--- config.mk ---
export PLATFORM = sky130hd
export DESIGN_NAME = fetch_unit
export DESIGN_NICKNAME = d
export VERILOG_FILES = /design/src/rtl/cpu_pkg.sv /design/src/rtl/if_id_reg.sv /design/src/rtl/fetch_unit.sv
export SDC_FILE = /design/constraint.sdc
export NUM_CORES = 1
export LEC_CHECK = 0
export CAP_MARGIN = 20
export CORE_ASPECT_RATIO = 1.1
export CORE_MARGIN = 5
export CORE_UTILIZATION = 46
export DETAILED_ROUTE_END_ITERATION = 12
export GPL_ROUTABILITY_DRIVEN = 0
export PLACE_DENSITY = 0.84
export SLEW_MARGIN = 20
export SYNTH_ARGS = -nofsm -noshare
export SYNTH_HDL_FRONTEND = slang
export SYNTH_SLANG_ARGS = --single-unit
--- constraint.sdc ---
create_clock -name clk -period 4.03 [get_ports clk]
set_input_delay 0.6045 -clock clk [delete_from_list [all_inputs] [get_ports clk]]
set_output_delay 0.6045 -clock clk [all_outputs]
set_load 0.01 [all_outputs]
--- src/rtl/cpu_pkg.sv ---
// Shared types and constants for the instruction-fetch slice.
package cpu_pkg;

    localparam int unsigned PC_W_DEF      = 10;
    localparam logic [31:0] HALT_WORD_DEF = 32'h0000_007F;
    localparam logic [31:0] NOP_WORD_DEF  = 32'h0000_0013;

    typedef enum logic [1:0] {
        RUN    = 2'd0,
        DRAIN  = 2'd1,
        HALTED = 2'd2,
        FAULT  = 2'd3
    } state_e;

endpackage

--- src/rtl/if_id_reg.sv ---
// IF/ID pipeline register: flush-to-NOP beats load, load beats kill, otherwise hold.
module if_id_reg
    import cpu_pkg::*;
#(
    parameter int unsigned PC_W     = PC_W_DEF,
    parameter logic [31:0] NOP_WORD = NOP_WORD_DEF
) (
    input  logic            clk,
    input  logic            rst_n,
    input  logic            flush,
    input  logic            load,
    input  logic            kill,
    input  logic [31:0]     instr_in,
    input  logic [PC_W-1:0] pc_in,
    output logic [31:0]     instr,
    output logic [PC_W-1:0] pc,
    output logic            valid
);

    logic [31:0]     instr_q, instr_d;
    logic [PC_W-1:0] pc_q, pc_d;
    logic            valid_q, valid_d;

    // NOTE: hold values are assigned first so every path writes every signal; no latch is inferred.
    always_comb begin
        instr_d = instr_q;
        pc_d    = pc_q;
        valid_d = valid_q;
        if (flush) begin
            instr_d = NOP_WORD;
            valid_d = 1'b0;
        end else if (load) begin
            instr_d = instr_in;
            pc_d    = pc_in;
            valid_d = 1'b1;
        end else if (kill) begin
            valid_d = 1'b0;
        end
    end

    // NOTE: state uses non-blocking assignments so all flops update together at the edge.
    always_ff @(posedge clk or negedge rst_n) begin
        if (!rst_n) begin
            instr_q <= NOP_WORD;
            pc_q    <= '0;
            valid_q <= 1'b0;
        end else begin
            instr_q <= instr_d;
            pc_q    <= pc_d;
            valid_q <= valid_d;
        end
    end

    assign instr = instr_q;
    assign pc    = pc_q;
    assign valid = valid_q;

endmodule

--- src/rtl/fetch_unit.sv ---
// Instruction-fetch stage: owns the PC, drives the ROM word index, and
// sequences run / halt-drain / halted / fault.
module fetch_unit
    import cpu_pkg::*;
#(
    parameter int unsigned PC_W         = PC_W_DEF,
    parameter int unsigned ROM_DEPTH    = 28,
    parameter int unsigned DRAIN_CYCLES = 3,
    parameter logic [31:0] HALT_WORD    = HALT_WORD_DEF,
    parameter logic [31:0] NOP_WORD     = NOP_WORD_DEF
) (
    input  logic            clk,
    input  logic            rst_n,
    output logic [7:0]      rom_addr,
    input  logic [31:0]     rom_instr,
    input  logic            stall,
    input  logic            redirect_valid,
    input  logic [PC_W-1:0] redirect_target,
    output logic [31:0]     if_id_instr,
    output logic [PC_W-1:0] if_id_pc,
    output logic            if_id_valid,
    output logic            halted,
    output logic            fetch_fault
);

    localparam int unsigned IDX_W = PC_W - 2;
    localparam int unsigned CNT_W = (DRAIN_CYCLES > 1) ? $clog2(DRAIN_CYCLES) : 1;

    state_e           state_q, state_d;
    logic [PC_W-1:0]  pc_q, pc_d;
    logic [CNT_W-1:0] cnt_q, cnt_d;
    logic             halted_q, halted_d;
    logic             fault_q, fault_d;

    logic             ifid_flush, ifid_load, ifid_kill;
    logic [IDX_W-1:0] word_idx;
    logic             idx_oob;
    logic [PC_W-1:0]  redirect_pc;
    logic             unused_target_lsbs;

    assign word_idx    = pc_q[PC_W-1:2];
    assign rom_addr    = 8'(word_idx);
    assign idx_oob     = 32'(word_idx) >= ROM_DEPTH;
    assign redirect_pc = {redirect_target[PC_W-1:2], 2'b00};
    // Target byte offset is meaningless for word-aligned fetch.
    assign unused_target_lsbs = ^redirect_target[1:0];

    always_comb begin
        state_d    = state_q;
        pc_d       = pc_q;
        cnt_d      = cnt_q;
        halted_d   = halted_q;
        fault_d    = fault_q;
        ifid_flush = 1'b0;
        ifid_load  = 1'b0;
        ifid_kill  = 1'b0;
        unique case (state_q)
            RUN: begin
                if (redirect_valid) begin
                    pc_d       = redirect_pc;
                    ifid_flush = 1'b1;
                end else if (!stall) begin
                    if (idx_oob) begin
                        state_d   = FAULT;
                        fault_d   = 1'b1;
                        ifid_kill = 1'b1;
                    end else begin
                        ifid_load = 1'b1;
                        // A halt word parks the PC on itself so a cancel can refetch cleanly.
                        if (rom_instr == HALT_WORD) begin
                            state_d = DRAIN;
                            cnt_d   = '0;
                        end else begin
                            pc_d = pc_q + PC_W'(4);
                        end
                    end
                end
            end
            DRAIN: begin
                if (redirect_valid) begin
                    pc_d       = redirect_pc;
                    ifid_flush = 1'b1;
                    state_d    = RUN;
                end else begin
                    ifid_kill = !stall;
                    cnt_d     = cnt_q + CNT_W'(1);
                    if (cnt_q == CNT_W'(DRAIN_CYCLES - 1)) begin
                        state_d   = HALTED;
                        halted_d  = 1'b1;
                        ifid_kill = 1'b1;
                    end
                end
            end
            HALTED, FAULT: begin
                ifid_kill = 1'b1;
            end
            default: begin
                ifid_kill = 1'b1;
            end
        endcase
    end

    always_ff @(posedge clk or negedge rst_n) begin
        if (!rst_n) begin
            state_q  <= RUN;
            pc_q     <= '0;
            cnt_q    <= '0;
            halted_q <= 1'b0;
            fault_q  <= 1'b0;
        end else begin
            state_q  <= state_d;
            pc_q     <= pc_d;
            cnt_q    <= cnt_d;
            halted_q <= halted_d;
            fault_q  <= fault_d;
        end
    end

    if_id_reg #(
        .PC_W     (PC_W),
        .NOP_WORD (NOP_WORD)
    ) u_if_id_reg (
        .clk      (clk),
        .rst_n    (rst_n),
        .flush    (ifid_flush),
        .load     (ifid_load),
        .kill     (ifid_kill),
        .instr_in (rom_instr),
        .pc_in    (pc_q),
        .instr    (if_id_instr),
        .pc       (if_id_pc),
        .valid    (if_id_valid)
    );

    assign halted      = halted_q;
    assign fetch_fault = fault_q;

endmodule

==> flow_metrics.env <==
export IMPL_status="finished, final reports clean"
export IMPL_floorplan_die_area_mm2=0.00696
export IMPL_synth_yosys_warnings=0
export IMPL_timing_critical_path_required_ns=4.22
export IMPL_post_place_ws_ns=1.03
export IMPL_grt_pass1_wl_mm=10.9
export IMPL_clkSinkCount=55
export IMPL_clock_root_buffer="clkbuf_8"
export IMPL_slowest_stage="or4_1"
export IMPL_synth_distinct_cells=38
export IMPL_synthToLayoutAreaGrowth_pct=45.4
export IMPL_setup_worst_path_class="input port to flip-flop"
export IMPL_regToRegEndpoint="u_if_id_reg.pc[8]"
export IMPL_timing_max_transition_violations_final=0
export IMPL_synth_avg_cell_area_um2=8.88
export IMPL_num_rows=28
export IMPL_syn_cell_area_mm2=0.00248
export IMPL_startpoint="rom_instr[5]"
export IMPL_vias_per_cell=5.23
export IMPL_first_iter_violations=118
export IMPL_finalSetupTns_ns=0
export IMPL_finalNetCount=416
export IMPL_cts_reportedPaths_clkPinSlew_ns=0.10
export IMPL_maxClockFrequency_mhz=371
export IMPL_postCtsSetupBuffers=0
export IMPL_crit_path_end_kind="flip-flop"
export IMPL_synth_edff_count=0
export IMPL_grt_pass1_vias=2307
export IMPL_synth_seq_area_share=0.557
export IMPL_synth_area_top_cells="dfrtp_1 52%, nand2_1 14%, nand3_1 6.9%"
export IMPL_fin_crit_ns=2.70
export IMPL_antenna_diode_count=0
export IMPL_power_per_cell_area_mw_per_mm2=319
export IMPL_p_leak_nw=1.66
export IMPL_critical_path_top_delay_family="simple AND/OR/NAND/NOR gates"
export IMPL_cap_viol_max_count=0
export IMPL_count_of_state_elements_after_synthesis=55
export IMPL_timing_reg2reg_setup_slack_ns=1.96
export IMPL_coreArea_mm2=0.00533
export IMPL_final_hold_worst_slack_ns=0.313
export IMPL_crit_path_max_incr_delay_ns=0.71
export IMPL_instances_no_fill=443
export IMPL_cp_common_cell="or4_1"
export IMPL_globalRoute_totalOverflow=0
export IMPL_critical_path_fanout_max=7
export IMPL_drt_pass1_iter_count=4
export IMPL_synth_top_flop_cell="dfrtp_1"
export IMPL_finalWirelength_mm=6.65
export IMPL_port_buffers=94
export IMPL_num_fill_cells=443
export IMPL_dp_hpwl_mm=4.89
export IMPL_finalCritPeriodShare=0.670
export IMPL_worst_clock_skew_ns=0.00548
export IMPL_grt_start_max_net_pins=43
export IMPL_layout_setup_ws_ns=1.33
export IMPL_h_tree_level_count=2
export IMPL_max_vdd_ir_drop_v=0.000244
export IMPL_r2r_start="pc_q[4]"
export IMPL_top_level_ports=99
export IMPL_die_height_um=87.0
export IMPL_grt_antenna_before_repair=0
export IMPL_post_cts_hold_buffer_count=0
export IMPL_relSlewSlack=0.438
export IMPL_synth_async_reset_ratio=1.00
export IMPL_worst_endpoint_arrival_ns=2.89
export IMPL_worstPathCellList="clkdlybuf4s50_1 -> nand2_1 -> or4_1 -> or4_1 -> a31o_4 -> a32o_1"
export IMPL_globalRouteTotalUtil=0.200
export IMPL_synth_cells=279
export IMPL_drc_errors=0
export IMPL_floorplan_initialDensity=0.465
export IMPL_layout_drive_gt1_share=0.0543
export IMPL_tritoncts="built"
export IMPL_synthDominantAreaCellType="dfrtp_1"
export IMPL_worst_slew_pin_slew_ns=0.835
export IMPL_min_delay_path_class="input port to async pin"
export IMPL_clock_tree_buffer_depth=2
export IMPL_routed_wire_length_per_instance_um=15.0
export IMPL_dp_cells=435
export IMPL_cp_start_kind="input port"
export IMPL_worst_path_buf_inv=1
export IMPL_finalHoldViolCount=0
export IMPL_grt_setup_unrepaired="no"
export IMPL_postRouteAntennaNets=0
export IMPL_ff2ff_path_depth=5
export IMPL_setup_viol_count_final=0
export IMPL_cts_buffers=5
export IMPL_total_via_count_after_detailed_routing=2315
export IMPL_clk_insertion_delay_late_ns=0.30
export IMPL_die_width_um=80.0
export IMPL_post_cts_resized_instances=0
export IMPL_yosysTopAreaCellShare=0.525
==> cell usage in the layout (no fill, tap or decap), types with 2 or more instances in the layout <==
cell type,instances
nor2b_1,2
and3_1,3
nor3_1,2
a21o_1,2
nand3_1,34
nand2b_1,2
ha_1,3
a21oi_1,7
a32o_1,2
dfrtp_1,52
dfstp_2,3
o21ai_1,4
nor4_1,7
clkdlybuf4s50_1,93
buf_4,4
and2_1,3
inv_1,5
conb_1,2
nor2_1,11
or4_1,3
o21ai_0,7
clkbuf_8,5
mux2i_1,2
nand2_1,91
bufinv_16,2
==> synthesized netlist by cell type (3+ instances only) <==
library cell  number
nand2_1           91
dfrtp_1           52
nand3_1           34
clkbuf_1          14
nor2_1            12
a21oi_1            7
nor4_1             7
o21ai_0            7
inv_1              5
o21ai_1            4
and2_1             3
and3_1             3
dfstp_2            3
ha_1               3
or4_1              3
==> per-layer routing <==
| metal | global-route usage | routed length [µm] | up-vias | share of wire |
|---|---|---|---|---|
| li1 | - | - | 1112 | - |
| met1 | 0.243 | 2690 | 1105 | 0.40 |
| met2 | 0.331 | 3200 | 92 | 0.48 |
| met3 | 0.0807 | 697 | 6 | 0.10 |
| met4 | 0.0492 | 61 | 0 | 0.0092 |
| met5 | 0 | 0 | - | 0 |
==> report_power, final <==
group	internal, mW	switching [mW]
logic	0.0798	0.0559
clock network	0.248	0.182
registers	0.570	0.0137
total	0.898	0.252
==> through the flow <==
step	utilization	power, mW	instance area (µm²)
after floorplan	-	0.631	2480
after global placement	0.651	0.728	3470
after detailed placement	0.651	0.731	3470
after CTS	0.677	1.16	3600
after global routing	0.677	1.20	3600
final	0.677	1.15	3600
==> flip-flops by register name, indices dropped and copies added (netlist names) <==
signal / cells
cnt_q: 2
fetch_fault: 1
halted: 1
pc_q: 8
state_q: 2
u_if_id_reg.instr: 32
u_if_id_reg.pc: 8
u_if_id_reg.valid: 1
==> worst reg2reg max path: cells and delay by family, from the launching register on <==
kind / cells / cell delay, ns
flip-flops: 1 / 0.47
AND/OR/NAND/NOR: 4 / 1.20
buffers and inverters: 1 / 0.30
==> cells by family after synthesis <==
group           after synthesis  share of synthesized area
buf+inv                      23                     0.0389
other cells                   1                    0.00151
simple gates                162                      0.289
mux                           2                    0.00808
fa+ha+maj                     3                     0.0151
flops                        55                      0.557
compound gates               33                     0.0904
==> worst max-delay path by stage <==
stage	end	cells past startpoint
after global routing	pc_q[4]	6
after CTS	pc_q[5]	6
after floorplan	pc_q[4]	5
after detailed placement	pc_q[5]	6
after global placement	pc_q[5]	6
final	pc_q[4]	6
==> cell type report <==
type	instances	area (µm²)	area share
clock inverters	3	67.6	0.0187
multi-input cells	202	1010	0.280
well taps	75	93.8	0.0260
inverters	5	18.8	0.00521
clock buffers	5	68.8	0.0191
repair buffers	98	966	0.268
flip-flops and latches	55	1380	0.383
(Power assumes the default switching activity.)
